### config.mk
export PLATFORM = sky130hd
export DESIGN_NAME = pq_shiftreg
export DESIGN_NICKNAME = d
export VERILOG_FILES = /design/src/rtl/pq_pkg.sv /design/src/rtl/pq_sr_cell.sv /design/src/rtl/pq_shiftreg.sv
export SDC_FILE = /design/constraint.sdc
export NUM_CORES = 1
export LEC_CHECK = 0
export CAP_MARGIN = 40
export CORE_MARGIN = 2
export CORE_UTILIZATION = 40
export CTS_CLUSTER_SIZE = 16
export DETAILED_ROUTE_END_ITERATION = 6
export GPL_TIMING_DRIVEN = 0
export PLACE_DENSITY = 0.66
export SLEW_MARGIN = 20
export SYNTH_ARGS = -nofsm -noshare
export SYNTH_HDL_FRONTEND = slang
export SYNTH_SLANG_ARGS = --single-unit
### constraint.sdc
create_clock -name clk -period 3.66 [get_ports clk]
set_input_delay 0.732 -clock clk [delete_from_list [all_inputs] [get_ports clk]]
set_output_delay 0.732 -clock clk [all_outputs]
set_load 0.03 [all_outputs]
### src/rtl/pq_pkg.sv
// pq_pkg: shared types and helpers for the hardware priority queue family.
//   kv_t      : packed <key,value> entry (key in the upper bits)
//   KEYINF    : largest key; a legal user key that sorts last
//   KV_EMPTY  : content of every unoccupied slot
//   pq_op_t   : per-cycle operation, decoded once from enq/deq/empty/full
//   kv_le     : key compare a.key <= b.key (unsigned)
//   pq_decode : enq/deq/empty/full -> pq_op_t
package pq_pkg;

    localparam int KEY_WIDTH = 8;
    localparam int VAL_WIDTH = 8;

    typedef struct packed {
        logic [KEY_WIDTH-1:0] key;
        logic [VAL_WIDTH-1:0] val;
    } kv_t;

    localparam logic [KEY_WIDTH-1:0] KEYINF   = '1;
    localparam kv_t                  KV_EMPTY = '{key: KEYINF, val: '0};

    typedef enum logic [1:0] {
        OP_IDLE,
        OP_INSERT,
        OP_REMOVE,
        OP_REPLACE
    } pq_op_t;

    function automatic logic kv_le(input kv_t a, input kv_t b);
        return a.key <= b.key;
    endfunction

    // Dropped enqueues (full) and ignored dequeues (empty) collapse to IDLE.
    // enq+deq on an empty queue has no head to remove, so it is a plain insert.
    function automatic pq_op_t pq_decode(input logic enq, input logic deq,
                                         input logic empty, input logic full);
        if (enq && deq)
            return empty ? OP_INSERT : OP_REPLACE;
        else if (enq)
            return full ? OP_IDLE : OP_INSERT;
        else if (deq)
            return empty ? OP_IDLE : OP_REMOVE;
        else
            return OP_IDLE;
    endfunction

endpackage

### src/rtl/pq_sr_cell.sv
// pq_sr_cell: one slot of the sorted shift-register priority queue.
//   clk, rst   : clock, synchronous active-high reset (slot -> KV_EMPTY)
//   op         : operation decoded by the top for this cycle
//   kv_left    : value of slot i-1 (KV_EMPTY for slot 0)
//   kv_right   : value of slot i+1 (KV_EMPTY for the last slot)
//   kv_in      : entry being inserted
//   valid      : this slot currently holds a live entry
//   le_left    : compare flag of slot i-1 (1 for slot 0)
//   le_right   : compare flag of slot i+1 (0 for the last slot)
//   le         : this slot is valid and its key <= kv_in.key
//   kv_q       : registered slot contents
module pq_sr_cell
    import pq_pkg::*;
#(
    parameter bit IS_HEAD = 1'b0
) (
    input  logic   clk,
    input  logic   rst,
    input  pq_op_t op,
    input  kv_t    kv_left,
    input  kv_t    kv_right,
    input  kv_t    kv_in,
    input  logic   valid,
    input  logic   le_left,
    input  logic   le_right,
    output logic   le,
    output kv_t    kv_q
);

    kv_t kv_d;

    // The le flags form a run of ones over the valid prefix, so the first
    // slot with le=0 is the insert point; equal keys stay ahead of kv_in.
    assign le = valid && kv_le(kv_q, kv_in);

    always_comb begin
        kv_d = kv_q;
        unique case (op)
            OP_INSERT: begin
                if (le)
                    kv_d = kv_q;
                else if (le_left)
                    kv_d = kv_in;
                else
                    kv_d = kv_left;
            end
            OP_REMOVE: kv_d = kv_right;
            // Head leaves while kv_in lands: entries below the insert point
            // shift down one slot, entries above it stay where they are.
            OP_REPLACE: begin
                if (le_right)
                    kv_d = kv_right;
                else if (le || IS_HEAD)
                    kv_d = kv_in;
                else
                    kv_d = kv_q;
            end
            default: kv_d = kv_q;
        endcase
    end

    always_ff @(posedge clk) begin
        if (rst)
            kv_q <= KV_EMPTY;
        else
            kv_q <= kv_d;
    end

endmodule

### src/rtl/pq_shiftreg.sv
// pq_shiftreg: sorted shift-register hardware priority queue.
//   clk, rst : clock, synchronous active-high reset
//   enq      : insert kv_in this cycle
//   deq      : remove the head entry this cycle
//   kv_in    : entry to insert
//   kv_out   : registered head (slot 0), KV_EMPTY when empty
//   empty    : count == 0
//   full     : count == CAPACITY
//   count    : number of valid entries
//   ovf      : one-cycle pulse, enqueue dropped on a full queue
//   udf      : one-cycle pulse, dequeue ignored on an empty queue
module pq_shiftreg
    import pq_pkg::*;
#(
    parameter int CAPACITY = 16,
    parameter int CNT_W    = $clog2(CAPACITY + 1)
) (
    input  logic             clk,
    input  logic             rst,
    input  logic             enq,
    input  logic             deq,
    input  kv_t              kv_in,
    output kv_t              kv_out,
    output logic             empty,
    output logic             full,
    output logic [CNT_W-1:0] count,
    output logic             ovf,
    output logic             udf
);

    pq_op_t op;

    // Padded neighbour chains: index i+1 holds slot i, the two ends are the
    // constant boundary values seen by the first and last slot.
    kv_t            nb     [CAPACITY+2];
    logic [CAPACITY+1:0] le_ext;
    logic [CAPACITY-1:0] valid;

    assign empty = (count == '0);
    assign full  = (count == CNT_W'(CAPACITY));
    assign op    = pq_decode(enq, deq, empty, full);

    assign nb[0]              = KV_EMPTY;
    assign nb[CAPACITY+1]     = KV_EMPTY;
    assign le_ext[0]          = 1'b1;
    assign le_ext[CAPACITY+1] = 1'b0;

    for (genvar i = 0; i < CAPACITY; i++) begin : g_cell
        assign valid[i] = (count > CNT_W'(i));

        pq_sr_cell #(
            .IS_HEAD (i == 0)
        ) u_cell (
            .clk      (clk),
            .rst      (rst),
            .op       (op),
            .kv_left  (nb[i]),
            .kv_right (nb[i+2]),
            .kv_in    (kv_in),
            .valid    (valid[i]),
            .le_left  (le_ext[i]),
            .le_right (le_ext[i+2]),
            .le       (le_ext[i+1]),
            .kv_q     (nb[i+1])
        );
    end

    assign kv_out = nb[1];

    always_ff @(posedge clk) begin
        if (rst) begin
            count <= '0;
            ovf   <= 1'b0;
            udf   <= 1'b0;
        end else begin
            unique case (op)
                OP_INSERT: count <= count + CNT_W'(1);
                OP_REMOVE: count <= count - CNT_W'(1);
                default:   count <= count;
            endcase
            ovf <= enq && !deq && full;
            udf <= deq && empty;
        end
    end

endmodule

Word-level counts from Yosys, hierarchy flattened. Index checks and enable logic that the tools add are counted.

Add/sub/neg operators: 2. $lt $le $gt $ge: 32. Equal/unequal tests: 7. Multiplexer cells: 56. Reductions and logical operators: 27.

Operators by type and width (number): $pmux 16 s3 (16); $mux 16 (33); $le 8x8->1 (16); $gt 5x4->1 const B (8); $gt 5x3->1 const B (4); $logic_and 1x1->1 (20); $gt 5x1->1 const B (2); $gt 5x2->1 const B (2); $mux 2 (5); $pmux 5 s2 (1); $reduce_and 2->1 (3); $add 5x1->5 const B (1); $eq 5x5->1 const B (1); $logic_not 5->1 (1); $sub 5x1->5 const B (1); $eq 2x2->1 const B (2); $ne 2x2->1 const B (2); $reduce_bool 3->1 (1); $eq 2x1->1 const B (1); $ne 2x1->1 const B (1); $reduce_bool 2->1 (1); $logic_not 1->1 (1); $mux 1 (1).

Bits in registers: 263. Input port bits: 20. Logic and storage cells: 159.

Depth between registers and ports, before layout. Gate-level depths: netlist of the first run.

Depth in word-level cells: 8. Depth in mapped cells: 16.

Cells and area by module. Synthesis of the first run repeated with hierarchy kept, for this count alone.

Cells, all modules: 2971. Area, all modules: 22581.7 um^2.

Modules (own cells, without submodules): pq_sr_cell at g_cell[10].u_cell ... (times used 14, cells an instance 181, area an instance 1372.6 um^2); pq_sr_cell at g_cell[9].u_cell (times used 1, cells an instance 181, area an instance 1373.8 um^2); pq_sr_cell at g_cell[0].u_cell (times used 1, cells an instance 175, area an instance 1365.1 um^2); pq_shiftreg (times used 1, cells an instance 81, area an instance 626.9 um^2).

Worst setup path after synthesis of the first run. Ideal clock, no wire load.

Kind: flip-flop to flip-flop. Start: register count[1]. End: register g_cell[4].u_cell.kv_q[13] (netlist bit). Arrival time: 3967 ps. Required time: 3538 ps. Slack: -429 ps. Stages on the path, launching flop included: 17. Path buffers: 4. Period minus slack after synthesis: 4089 ps. Path through: dfxtp_1 > buf_2 > inv_1 > ha_1 > nor4b_1 > nor2b_1 > nor2b_1 > inv_1 > ha_1 > clkbuf_1 > inv_2 > nand2_1 > clkbuf_1 > clkbuf_1 > nor2_1 > o31ai_1 > nand2_1.

RTL lines: start: declaration (RTL line pq_shiftreg.sv:26) `output logic [CNT_W-1:0] count,`; start signal: assignment (RTL line pq_shiftreg.sv:77) `OP_INSERT: count <= count + CNT_W'(1);`; start signal: assignment (RTL line pq_shiftreg.sv:78) `OP_REMOVE: count <= count - CNT_W'(1);`; start signal: assignment (RTL line pq_shiftreg.sv:79) `default: count <= count;`; $eq 5x5->1 * (RTL line pq_shiftreg.sv:40) `assign full = (count == CNT_W'(CAPACITY));`; net full (RTL line pq_shiftreg.sv:25) `output logic full,`; $mux 1 * (RTL line pq_pkg.sv:39) `return full ? OP_IDLE : OP_INSERT;`; $mux 2 * (RTL line pq_pkg.sv:38) `else if (enq)`; $mux 2 * (RTL line pq_pkg.sv:36) `if (enq && deq)`; $eq 2x2->1 or $eq 2x1->1 (tied branches) (RTL line pq_sr_cell.sv:38) `unique case (op)`; $pmux 16 s3 or $reduce_bool 3->1 (tied branches); end signal: assignment (RTL line pq_sr_cell.sv:66) `kv_q <= kv_d;`; end: declaration (RTL line pq_sr_cell.sv:27) `output kv_t kv_q`.

Mark *: on every way through the listed nets, which the timed path passes. The rest lies on a longest branch. A chain may end at the register's enable or synchronous reset.

Final worst setup path of the first run.
Start: input kv_in[13] (netlist bit). End: register g_cell[4].u_cell.kv_q[4] (netlist bit).

Word-level cells in the longest chain between the ends: 5.

Ends and longest elaborated chain: start: declaration (RTL line pq_shiftreg.sv:22) `input kv_t kv_in,`; $le 8x8->1 (RTL line pq_pkg.sv:29) `return a.key <= b.key;`; $logic_and 1x1->1 (RTL line pq_sr_cell.sv:34) `assign le = valid && kv_le(kv_q, kv_in);`; $mux 16 (2 in a row); $pmux 16 s3 * (RTL line pq_sr_cell.sv:38).

Every way passes the cells marked *; elsewhere a longest branch is shown, timed or not.

==> flow_metrics.env, run 1 <==
export IMPL_rr_startpoint="count[1]"
export IMPL_min_path_type="reg2reg"
export IMPL_yosysMostFrequentCell="a21oi_1"
export IMPL_rr_endpoint="g_cell[3].u_cell.kv_q[7]"
export IMPL_htreeDepth=2
export IMPL_startpoint_type="input pin"
export IMPL_dp_slack_ps=-1510
export IMPL_overflow=0
export IMPL_yosysSeqAreaShare=0.253
export IMPL_hpwl_um=78200
export IMPL_start_util=0.405
export IMPL_numPortBuffers=36
export IMPL_drv_cap=0
export IMPL_setup_violations=0
export IMPL_synth_enable_flop_cells=0
export IMPL_die_area_mm2=0.0539
export IMPL_core_area_mm2=0.0514
export IMPL_yosys_warnings=0
export IMPL_vias=23885
export IMPL_routed_wl_met3_um=12900
export IMPL_min_from="g_cell[8].u_cell.kv_q[1]"
export IMPL_root_buffer="clkbuf_16"
export IMPL_layout_nets=2963
export IMPL_grt_setup_unrepaired="yes"
export IMPL_avgSynthCellArea_um2=7.71
export IMPL_rr_worst_depth=13
export IMPL_grt_max_degree=22
export IMPL_holdPathEnd="g_cell[7].u_cell.kv_q[1]"
export IMPL_grt_pass1_wl_um=150000
export IMPL_max_freq_ghz=0.274
export IMPL_clk_path_buf_depth=3
export IMPL_drc=11
export IMPL_path_delay_family="buffers and inverters"
export IMPL_syn_area_mm2=0.0208
export IMPL_clock_sinks=263
export IMPL_critical_path_arrival_ps=4080
export IMPL_violations="design-rule violations"
export IMPL_max_slew_margin=0.383
export IMPL_finalHoldViolCount=0
export IMPL_cp_slowest_cell="clkbuf_1"
export IMPL_critical_path_class="in2reg"
export IMPL_holdPathStages=2
export IMPL_yosysUniqueCellTypes=93
export IMPL_path_cells="clkdlybuf4s15_2 -> inv_6 -> ha_1 -> nand4_1 -> o21a_1 -> a211o_1 -> clkbuf_4 -> nand2_1 -> clkbuf_1 -> o21ai_0 -> a211oi_1 -> nor3_1"
export IMPL_syn_nets=2859
export IMPL_tns_ps=0
export IMPL_required_ps=4090
export IMPL_drv_slew=0
export IMPL_drive_above_1_share=0.132
export IMPL_fin_skew_ps=16.9
export IMPL_gp_congestion=0.994
export IMPL_synthCells=2701
export IMPL_setup_ws_ps=6.68
export IMPL_synth_seq_cells=263
export IMPL_tightest_slew_ps=926
export IMPL_synthTopCellsByCount="a21oi_1 (307), dfxtp_1 (263), o21ai_0 (253)"
export IMPL_drt_pass1_iter_count=7
export IMPL_ios=45
export IMPL_finalCriticalPeriod_ps=3650
export IMPL_fillers=5083
export IMPL_antenna_found_initial=4
export IMPL_wl_per_cell_um=29.8
export IMPL_irDropWorstVdd_mv=0.410
export IMPL_crit_start="kv_in[13]"
export IMPL_cp_num_buf_inv=4
export IMPL_cts_tree="yes"
export IMPL_cpPeakStageDelay_ps=470
export IMPL_path_clk_slew_ps=60
export IMPL_grt_usage=0.375
export IMPL_period_share=0.998
export IMPL_clk_latency_ps=570
export IMPL_yosysTopAreaCellShare=0.253
export IMPL_totalWireLength_um=104000
export IMPL_avgViaCountPerCell=6.81
export IMPL_die_h_um=232
export IMPL_crit_fanout=21
export IMPL_grt_pass1_vias=22676
export IMPL_cp_depth=12
export IMPL_setup_worst_path_end_class="flop"
export IMPL_cts_buffers=35
export IMPL_rows=83
export IMPL_p_leak_nw=9.23
export IMPL_ctsHoldBuffers=0
export IMPL_rrSetupSlack_ps=7
export IMPL_syn_to_final_growth_pct=14.6
export IMPL_outcome="complete, but fails checks"
export IMPL_powerDensity_mw_per_mm2=963
export IMPL_yosys_area_top_type="dfxtp_1"
export IMPL_ant_nets=0
export IMPL_die_w_um=232
export IMPL_drtIter0Drc=3077
export IMPL_wl_met1_um=40200
export IMPL_highest_signal_layer="met5"
export IMPL_wl_met2_um=43700
export IMPL_ys_async_sr_fraction=0
export IMPL_ys_flop_type="dfxtp_1"
export IMPL_synthTopCellsByArea="dfxtp_1 (25%), ha_1 (8.3%), mux2i_1 (7.5%)"
==> final cells by class <==
class | instances | area (um2) | area share
flip-flops and latches | 263 | 5270 | 0.221
clock buffers | 54 | 1040 | 0.0435
clock inverters | 5 | 50.0 | 0.00210
repair buffers | 71 | 738 | 0.0309
inverters | 94 | 410 | 0.0172
multi-input cells | 2102 | 14200 | 0.593
plain buffers | 238 | 1370 | 0.0572
diodes | 2 | 5.00 | 0.000210
well taps | 680 | 851 | 0.0356
==> state kept, by name, indices dropped and copies added, names as in the netlist <==
name and flops:
udf 1, g_cell.u_cell.kv_q 256, count 5, ovf 1
==> power by group <==
part           internal (mW)  leakage (nW)  switching, mW
Sequential              4.12          2.17           1.76
Clock                   2.02         0.536           1.47
Combinational           4.97          6.52           8.65
==> layout by cell type, fill, tap and decap left out, types with 9 or more instances in the layout <==
cell / instances
o21ai_2: 12
o22a_1: 16
ha_1: 135
nand2_1: 184
clkbuf_2: 36
nor2b_1: 16
o21ai_1: 10
a2111oi_0: 10
nand3_1: 14
a22oi_1: 19
clkdlybuf4s50_1: 28
o21ai_0: 250
dfxtp_1: 262
nand2b_1: 17
a221o_1: 10
nor3_1: 109
a21o_1: 18
a221oi_1: 130
nand4_1: 28
o21a_1: 22
mux2_2: 33
nor2_1: 236
mux2i_1: 156
o221ai_1: 12
o21bai_1: 9
clkbuf_4: 22
inv_1: 85
a211oi_1: 69
o22ai_1: 10
buf_6: 42
clkbuf_1: 81
o31ai_1: 11
clkbuf_16: 37
o211ai_1: 76
a31oi_1: 36
a21oi_1: 307
buf_2: 69
buf_4: 28
a2bb2oi_1: 15
==> tightest hold or removal path, cell delays in order, from the launching register on <==
cell	delay (ps)
dfxtp_1	320
nand2_1	60
a311oi_1	70
==> what timing repair did <==
| item | in CTS | in global routing |
|---|---|---|
| pin swaps | 0 | 4 |
| resized for setup | 120 | 87 |
| buffers inserted | 2 | 6 |
| endpoints found under the setup margin | 259 | 220 |
| gates cloned | 0 | 0 |
==> through the flow <==
stage,area (um2),total power [mW],utilization,instances,hold WS [ps]
finish,23900,23.0,0.465,3509,500
global route,23900,24.0,0.464,3507,528
CTS,23600,22.1,0.460,3499,493
detailed placement,22300,18.6,0.434,3441,486
global placement,22100,18.1,0.429,3417,478
floorplan,20800,14.0,-,2701,451
==> kinds of logic after synthesis <==
logic type / Yosys count / synth area share
AO/OA/AOI/OAI: 1104 / 0.350
flip-flops: 263 / 0.253
buffers and inverters: 336 / 0.0743
XOR/XNOR: 4 / 0.00168
adder cells (fa/ha/maj): 138 / 0.0829
AND/OR/NAND/NOR: 666 / 0.145
multiplexers: 190 / 0.0933
==> layer usage <==
| layer | GRT usage | up-vias |
|---|---|---|
| met5 | 0 | - |
| met2 | 0.557 | 1761 |
| met3 | 0.108 | 434 |
| met1 | 0.472 | 11246 |
| li1 | - | 10442 |
| met4 | 0.246 | 2 |
==> worst max path at each step <==
stage,endpoint,slack (ps)
after floorplan,g_cell[4].u_cell.kv_q[13],20
after global placement,g_cell[9].u_cell.kv_q[3],-1900
after detailed placement,g_cell[6].u_cell.kv_q[1],-1510
after CTS,g_cell[6].u_cell.kv_q[3],2
after global routing,g_cell[13].u_cell.kv_q[15],-30
final,g_cell[4].u_cell.kv_q[4],7
No activity file was read; power rests on OpenSTA's default activity.
==> run 2: changes to the inputs <==
- CORE_MARGIN: 2 -> 5
- RECOVER_POWER: unset -> 25
==> flow_metrics.env, run 2 (synthesized netlist as in run 1, its figures left out) <==
export IMPL_core_area_mm2=0.0515
export IMPL_rows=83
export IMPL_ios=45
export IMPL_drv_slew=0
export IMPL_min_path_type="reg2reg"
export IMPL_grt_pass1_wl_um=148000
export IMPL_syn_to_final_growth_pct=14.8
export IMPL_final_common_cell="a21oi_1"
export IMPL_ant_nets=0
export IMPL_critical_path_class="in2reg"
export IMPL_min_from="g_cell[8].u_cell.kv_q[1]"
export IMPL_drtIter0Drc=3607
export IMPL_diodes=0
export IMPL_cts_tree="yes"
export IMPL_required_ps=4090
export IMPL_avgViaCountPerCell=6.79
export IMPL_grt_max_degree=22
export IMPL_rr_startpoint="count[1]"
export IMPL_period_share=0.986
export IMPL_htreeDepth=2
export IMPL_wl_per_cell_um=29.0
export IMPL_placed_area_mm2=0.0223
export IMPL_holdPathStages=2
export IMPL_drive_above_1_share=0.134
export IMPL_gp_congestion=1.04
export IMPL_path_clk_slew_ps=70
export IMPL_overflow=0
export IMPL_power_frac_clock=0.155
export IMPL_p_sw_mw=11.7
export IMPL_antenna_found_initial=1
export IMPL_clk_path_buf_depth=3
export IMPL_finalHoldViolCount=0
export IMPL_grt_usage=0.341
export IMPL_fin_area_mm2=0.0239
export IMPL_totalWireLength_um=102000
export IMPL_finalCriticalPeriod_ps=3610
export IMPL_reg_top3="g_cell.u_cell.kv_q (256), count (5)"
export IMPL_max_freq_ghz=0.277
export IMPL_setup_ws_ps=50.3
export IMPL_place_inst=3441
export IMPL_setup_worst_path_end_class="flop"
export IMPL_largest_register="g_cell.u_cell.kv_q"
export IMPL_tightest_slew_ps=886
export IMPL_drv_cap=0
export IMPL_switching_share=0.512
export IMPL_irDropWorstVdd_mv=0.376
export IMPL_die_area_mm2=0.0568
export IMPL_drt_pass1_iter_count=6
export IMPL_grt_util_met1=0.436
export IMPL_die_h_um=238
export IMPL_rr_worst_depth=12
export IMPL_crit_start="kv_in[9]"
export IMPL_crit_fanout=21
export IMPL_powerDensity_mw_per_mm2=958
export IMPL_cts_buffers=35
export IMPL_clk_latency_ps=570
export IMPL_final_cell_mix="a21oi_1 (307), dfxtp_1 (262), o21ai_0 (252), nor2_1 (236), nand2_1 (183)"
export IMPL_grt_pass1_vias=22680
export IMPL_tns_ps=0
export IMPL_setup_violations=0
export IMPL_outcome="completed"
export IMPL_fin_cells=3511
export IMPL_start_util=0.404
export IMPL_numPortBuffers=36
export IMPL_max_slew_margin=0.409
export IMPL_root_buffer="clkbuf_16"
export IMPL_vias=23836
export IMPL_dp_slack_ps=-1550
export IMPL_use_met2=0.503
export IMPL_comb_power_share=0.590
export IMPL_p_leak_nw=9.29
export IMPL_fillers=5090
export IMPL_drc=0
export IMPL_die_w_um=238
export IMPL_startpoint_type="input pin"
export IMPL_largest_register_ffs=256
export IMPL_seq_power_share=0.254
export IMPL_critical_path_arrival_ps=4040
export IMPL_hpwl_um=75900
export IMPL_p_int_mw=11.2
export IMPL_gr_max_usage_layer="met2"
export IMPL_clock_sinks=263
export IMPL_layout_nets=2965
export IMPL_hold_slack_ps=486
export IMPL_fin_skew_ps=17.5
export IMPL_grt_util_met3=0.114
==> run 2: changes by cell type in the layout (fill, tap and decap cells not counted), moves of 4 or more <==
cell	previous run	this run
buf_2	69	61
buf_6	42	38
clkdlybuf4s50_1	28	4
clkbuf_2	36	44
dlygate4sd3_1	0	24
==> run 2: repair_timing <==
item / in CTS / in global routing
gates resized for setup: 127 / 64
pin swaps: 2 / 3
hold buffers: 0 / 0
setup buffers: 5 / 2
setup endpoints to repair: 257 / 255
==> run 2: final cells by class <==
class,count,area (um2),share of cell area
multi-input combinational,2102,14100,0.592
sequential,263,5270,0.220
buffer,239,1360,0.0569
clock buffer,53,1040,0.0433
tap,680,851,0.0356
timing repair buffer,72,766,0.0320
inverter,94,395,0.0165
clock inverter,8,93.8,0.00392
==> run 2: final timing paths <==
| kind | slack (ps) | endpoint |
|---|---|---|
| max reg2reg | 80 | g_cell[14].u_cell.kv_q[5] |
| max | 50 | g_cell[12].u_cell.kv_q[0] |
| min | 490 | g_cell[7].u_cell.kv_q[1] |
| min reg2reg | 490 | g_cell[7].u_cell.kv_q[1] |
==> run 2: routing by layer <==
metal  up-vias  share of wire
met4         2          0.071
met5         -       0.000088
met2      1755           0.41
met1     11185           0.38
met3       456           0.14
li1      10438              -
==> run 2: worst max-delay path, cell delays in order <==
cell and delay (ps):
clkdlybuf4s18_2 410, inv_6 370, ha_1 310, nor2b_1 130
o211ai_1 150, a211oi_1 140, nor3_4 480, buf_4 330
mux2i_1 290, a21oi_1 110, a2111oi_0 450, nor3_1 100
==> run 2: power by group through the flow <==
stage	clock network [mW]	registers [mW]	logic [mW]
floorplan	0	5.30	8.71
global placement	0	5.70	12.3
detailed placement	0	5.76	12.7
CTS	3.53	5.71	12.9
global route	3.67	5.93	14.4
finish	3.56	5.82	13.5
==> run 2: through the flow <==
step            util  power [mW]
6_report       0.464        22.9
5_1_grt        0.464        24.0
4_1_cts        0.461        22.2
3_5_place_dp   0.434        18.4
3_3_place_gp   0.428        18.0
2_1_floorplan      -        14.0
